**src/rtl/fwd_hazard_unit.sv**
```systemverilog
// fwd_hazard_unit: forwarding-select and load-use stall controller for a 5-stage pipeline.
// Inputs:  clk, rst (sync, active-high), ID-stage operand/dest info (id_*), ex_flush.
// Outputs: stall (comb), ex_bubble/fwd_a/fwd_b (registered, valid in EX),
//          stall_cnt/fwd_cnt (saturating statistics).
module fwd_hazard_unit #(
  parameter int REG_AW = 5,
  parameter int CNT_W  = 32
) (
  input  logic              clk,
  input  logic              rst,
  input  logic              id_valid,
  input  logic [REG_AW-1:0] id_rs,
  input  logic [REG_AW-1:0] id_rt,
  input  logic              id_use_rs,
  input  logic              id_use_rt,
  input  logic [REG_AW-1:0] id_rd,
  input  logic              id_regwrite,
  input  logic              id_memread,
  input  logic              ex_flush,
  output logic              stall,
  output logic              ex_bubble,
  output logic [1:0]        fwd_a,
  output logic [1:0]        fwd_b,
  output logic [CNT_W-1:0]  stall_cnt,
  output logic [CNT_W-1:0]  fwd_cnt
);
  typedef struct packed {
    logic              v;
    logic [REG_AW-1:0] rd;
    logic              rw;
    logic              mr;
  } stage_t;
  // index 0 = EX, 1 = MEM, 2 = WB shadow
  stage_t stage_q [3];
  stage_t ex_d;
  logic [1:0] fwd_a_d, fwd_b_d, fwd_a_q, fwd_b_q;
  logic ex_bubble_q;
  logic [CNT_W-1:0] stall_cnt_q, fwd_cnt_q;
  function automatic logic writes(input stage_t s, input logic [REG_AW-1:0] r);
    return s.v && s.rw && s.rd == r && r != '0;
  endfunction
  function automatic logic [1:0] sel(input logic use_r, input logic [REG_AW-1:0] r, input stage_t ex,
                                     input stage_t mem, input logic live);
    return (!live || !use_r) ? 2'd0 : writes(ex, r) ? 2'd1 : writes(mem, r) ? 2'd2 : 2'd0;
  endfunction
  always_comb begin
    stall   = id_valid && !ex_flush && stage_q[0].mr &&
              ((id_use_rs && writes(stage_q[0], id_rs)) || (id_use_rt && writes(stage_q[0], id_rt)));
    ex_d    = (stall || ex_flush || !id_valid) ? '0 :
              stage_t'{v: 1'b1, rd: id_rd, rw: id_regwrite, mr: id_memread};
    fwd_a_d = sel(id_use_rs, id_rs, stage_q[0], stage_q[1], ex_d.v);
    fwd_b_d = sel(id_use_rt, id_rt, stage_q[0], stage_q[1], ex_d.v);
  end
  always_ff @(posedge clk) begin
    if (rst) begin
      stage_q[0]  <= '0;
      stage_q[1]  <= '0;
      stage_q[2]  <= '0;
      fwd_a_q     <= 2'd0;
      fwd_b_q     <= 2'd0;
      ex_bubble_q <= 1'b1;
      stall_cnt_q <= '0;
      fwd_cnt_q   <= '0;
    end else begin
      stage_q[2]  <= stage_q[1];
      stage_q[1]  <= stage_q[0];
      stage_q[0]  <= ex_d;
      fwd_a_q     <= fwd_a_d;
      fwd_b_q     <= fwd_b_d;
      ex_bubble_q <= !ex_d.v;
      if (stall && !(&stall_cnt_q)) stall_cnt_q <= stall_cnt_q + CNT_W'(1);
      if ((fwd_a_q != 2'd0 || fwd_b_q != 2'd0) && !(&fwd_cnt_q)) fwd_cnt_q <= fwd_cnt_q + CNT_W'(1);
    end
  end
  assign ex_bubble = ex_bubble_q;
  assign fwd_a     = fwd_a_q;
  assign fwd_b     = fwd_b_q;
  assign stall_cnt = stall_cnt_q;
  assign fwd_cnt   = fwd_cnt_q;
endmodule

```
**config.mk**
```make
export PLATFORM = sky130hd
export DESIGN_NAME = fwd_hazard_unit
export DESIGN_NICKNAME = d
export VERILOG_FILES = /design/src/rtl/fwd_hazard_unit.sv
export SDC_FILE = /design/constraint.sdc
export NUM_CORES = 1
export LEC_CHECK = 0
export ABC_AREA = 1
export CORE_MARGIN = 10
export CORE_UTILIZATION = 30
export CTS_CLUSTER_DIAMETER = 200
export DETAILED_ROUTE_END_ITERATION = 12
export HOLD_SLACK_MARGIN = 0.08
export PLACE_DENSITY = 0.63
export SYNTH_ARGS = -nofsm -noshare
export SYNTH_HDL_FRONTEND = slang
export SYNTH_SLANG_ARGS = --single-unit
```
**constraint.sdc**
```tcl
create_clock -name clk -period 2.6 [get_ports clk]
set_clock_uncertainty 0.15 [all_clocks]
set_input_delay 0.52 -clock clk [delete_from_list [all_inputs] [get_ports clk]]
set_output_delay 0.52 -clock clk [all_outputs]
set_load 0.01 [all_outputs]
```
==> impl.org <==
** Floorplan
- The total area inside the core boundary comes to 0.0168 sq mm.
- For this configuration, the core starts out at a cell density of 0.308.
- Area enclosed by the die boundary :: 0.0229 sq mm
- Number of top-level design ports :: 93
- The floorplan step set the die height to 151 um.
- Horizontal die dimension :: 151 um
- Standard-cell row count :: 47

** Pwr
- Total power per unit cell area :: 395 mW/mm^2
- Leak :: 2.54 nW
- Peak ir drop on the vdd network :: 0.289 mV

** Synth
- Among all flip-flop cells after synthesis, the most frequent one is dfxtp_1.
- The share of the Yosys chip area taken by registers is 0.326.
- Counting flops with a built-in enable in the synthesized netlist gives 0.
- Summed over all instances, the cell type with the most area after synthesis is dfxtp_1.
- Counting every instance in the synthesized netlist gives 814.
- In the post-synthesis netlist, the biggest area contributors are dfxtp_1 (33%), nand2_1 (20%), nor2_1 (7.9%), inv_1 (5.2%), nand4_1 (4.8%).
- Counting flops and latches in the post-synthesis netlist gives 84.
- The number of nets handed over by synthesis was 839.
- In this run the cell area of the synthesized design comes to 0.00517 sq mm.
- The Yosys step of the flow raised 0 warnings.
- After synthesis, the mean cell area works out to 6.35 sq um.
- Fraction of registers with async set or reset after synthesis :: 0
- In this run, distinct cell masters in the synthesized netlist total 36.
- Fraction of post-synthesis cell area in the top cell type by area :: 0.326

** STA
- Final critical-path setup slack :: 0.132 ns
- Of the available clock period, the critical path in the final layout requires 0.949.
- Across all hold checks on the routed design, the worst slack comes to 0.270 ns.
- The total count of hold-check failures in the final report is 0.
- Final period demand of the worst path :: 2.47 ns
- The number of max-slew violations in the final report is 0.
- Headroom to the max-slew limit came out at 0.529.
- Transition at the pin with the smallest max-transition slack :: 0.707 ns
- Setup violations remaining at the end of the flow were counted as 0.
- Setup repair after global routing left no endpoint under its margin.
- Max Clock Freq :: 405 MHz

** Final layout
- For this run, the share of the core covered by cells in the final layout is 0.405.
- Number of inserted filler cells in the final layout :: 1784
- In the final design database the tool counted 951 nets.
- Relative to the synthesized area, the layout overhead comes to 31.5%.
- Layout cell share with drive strength beyond 1 :: 0.111
- Leaving out fill and tap cells, the most frequent cell in the layout is nand2_1.
- Leading cell types in the layout, fill and taps excluded :: nand2_1 (274), nor2_1 (105), dfxtp_1 (84), clkdlybuf4s50_1 (84), inv_1 (70)

** Global route
- Entering global routing, the biggest net connects 57 pins.
- The via count of the first global-routing pass is 5289.
- Global Route Usage Sum :: 0.141
- The first global-routing pass estimated 26400 um of wire.
- Global routing finished with a remaining overflow of 0.
- Initial antenna violation count :: 2

** Clock network
- Counting every sink on the clock net gives 84.
- Number of buffers inserted during clock tree synthesis :: 9
- The root buffer cell chosen for the clock tree is clkbuf_16.
- The clock passes through at most 2 buffers.
- Clock latency at the later pin of the worst-skew pair :: 0.35 ns
- Max H-tree Level :: 3
- Clock tree from TritonCTS :: built
- After clock tree synthesis, the clock-pin slew on the worst setup and hold paths is 0.07 ns.

** Run
- Across the run, the number of max-cap violations was 0.

** Drt
- Total iterations of the first detailed-routing run :: 4
- Via density per instance :: 4.76
- Remaining routing DRC violations :: 0
- In this run the remaining antenna-violating nets after routing total 0.
- Wires add up to 16100 um.
- Total via count in the routed design :: 5486
- The first routing iteration left 288 violations.
- Routed wirelength normalized by instance count :: 13.9 um

** Critical path
- The worst register-to-register path has a setup slack of 0.30 ns.
- On the worst path, the slowest cell contributes a delay of 0.48 ns.
- STA puts the critical path data required time at 1.93 ns.
- Along the worst path, the maximum fanout reaches 3.
- Arr. time, crit path :: 1.80 ns
- Critical setup path kind :: input port to output pin
- Worst path cell trace :: clkdlybuf4s50_1, inv_1, nand2_1, nand3_1, nor2_2, nand3_2, nand2_2, nand2_1, inv_1, buf_2
- The slowest stage of the critical path is the clkdlybuf4s50_1 cell.
- Endpoint class of the critical path :: output pin
- The worst setup path is launched from an input port.

** Place
- Routability-driven placement finished with a final weighted congestion of 0.920.
- Pre-CTS setup slack :: -0.429 ns
- After legalization and detailed placement, the total HPWL measured 11900 um.
- Number of buffer cells added on primary ports :: 92

** Hold path
- Worst hold path type :: register to register

** Outcome
- Result of the run :: complete, no violations
## layer usage
layer,GRT usage,part of all wire,up-vias
met3,0.0397,0.070,20
met5,0,0,-
met4,0.0428,0.018,0
li1,-,-,2839
met2,0.226,0.45,128
met1,0.179,0.46,2499
## kinds of logic (layout without fill, tap and decap cells)
group / Yosys count / in the layout / synth area share
xor+xnor: 32 / 32 / 0.0542
fa+ha+maj: 2 / 2 / 0.00484
other cells: 0 / 2 / 0
flops: 84 / 84 / 0.326
buf+inv: 104 / 221 / 0.0872
simple gates: 517 / 517 / 0.446
compound gates: 75 / 75 / 0.0819
## cells in the mapped netlist, types with 3 or more instances
library cell  number
clkbuf_1          11
inv_1             71
nor3_1            21
buf_2              6
nand2_4            3
nand3_1           26
nand4_1           40
nor2_1           109
xor2_1            22
buf_1              3
o21ai_0           10
nor2_2             5
inv_2              6
o22ai_1            3
buf_6              5
nand2_2            9
dfxtp_1           84
xnor2_1           10
a21oi_2           10
nand2_1          275
nand3b_1          17
a21oi_1           49
## report_power, final
| group | internal (mW) | switching, mW |
|---|---|---|
| Combinational | 0.0568 | 0.0637 |
| Sequential | 1.29 | 0.00421 |
| Clock | 0.681 | 0.587 |
| Total | 2.03 | 0.655 |
## what timing repair did
item                                    4_1_cts  5_1_grt
endpoints found under the setup margin        1       32
gates resized for setup                       9        9
hold buffers                                  0        0
pin swaps                                     5        3
setup buffers                                10        0
## through the flow
step,instances,setup TNS (ns),cell area (sq um),total power [mW]
floorplan,814,0,5170,1.38
detailed placement,1125,-7.40,6400,1.45
finish,1153,0,6790,2.69
CTS,1151,0,6770,2.72
global route,1153,0,6790,2.78
global placement,1125,-4.72,6400,1.45
## path summary, 6_finish.rpt
| path | startpoint | endpoint | cells past startpoint |
|---|---|---|---|
| max | id_rs[1] | stall | 10 |
| min reg2reg | stage_q[0][1] | stage_q[0][9] | 2 |
| max reg2reg | stage_q[0][7] | fwd_b[0] | 15 |
| min | stage_q[0][1] | stage_q[0][9] | 2 |
## critical path, delay by kind of cell
| kind | cells | cell delay (ns) |
|---|---|---|
| buf+inv | 4 | 0.72 |
| simple gates | 6 | 0.56 |
## final cells by class
type,count,area (sq um),area share
clock inverter,6,46.3,0.00681
inverter,77,289,0.0425
antenna,2,5.00,0.000737
timing repair buffer,128,1200,0.177
clock buffer,10,239,0.0352
tap,220,275,0.0405
sequential,84,1680,0.248
multi-input combinational,626,3060,0.450
## state kept, by name, indices dropped and copies added (netlist names)
register   flops
fwd_cnt       32
stall_cnt     32
stage_q       15
fwd_a          2
fwd_b          2
ex_bubble      1
Note: power is estimated with default switching activity, not from simulation.
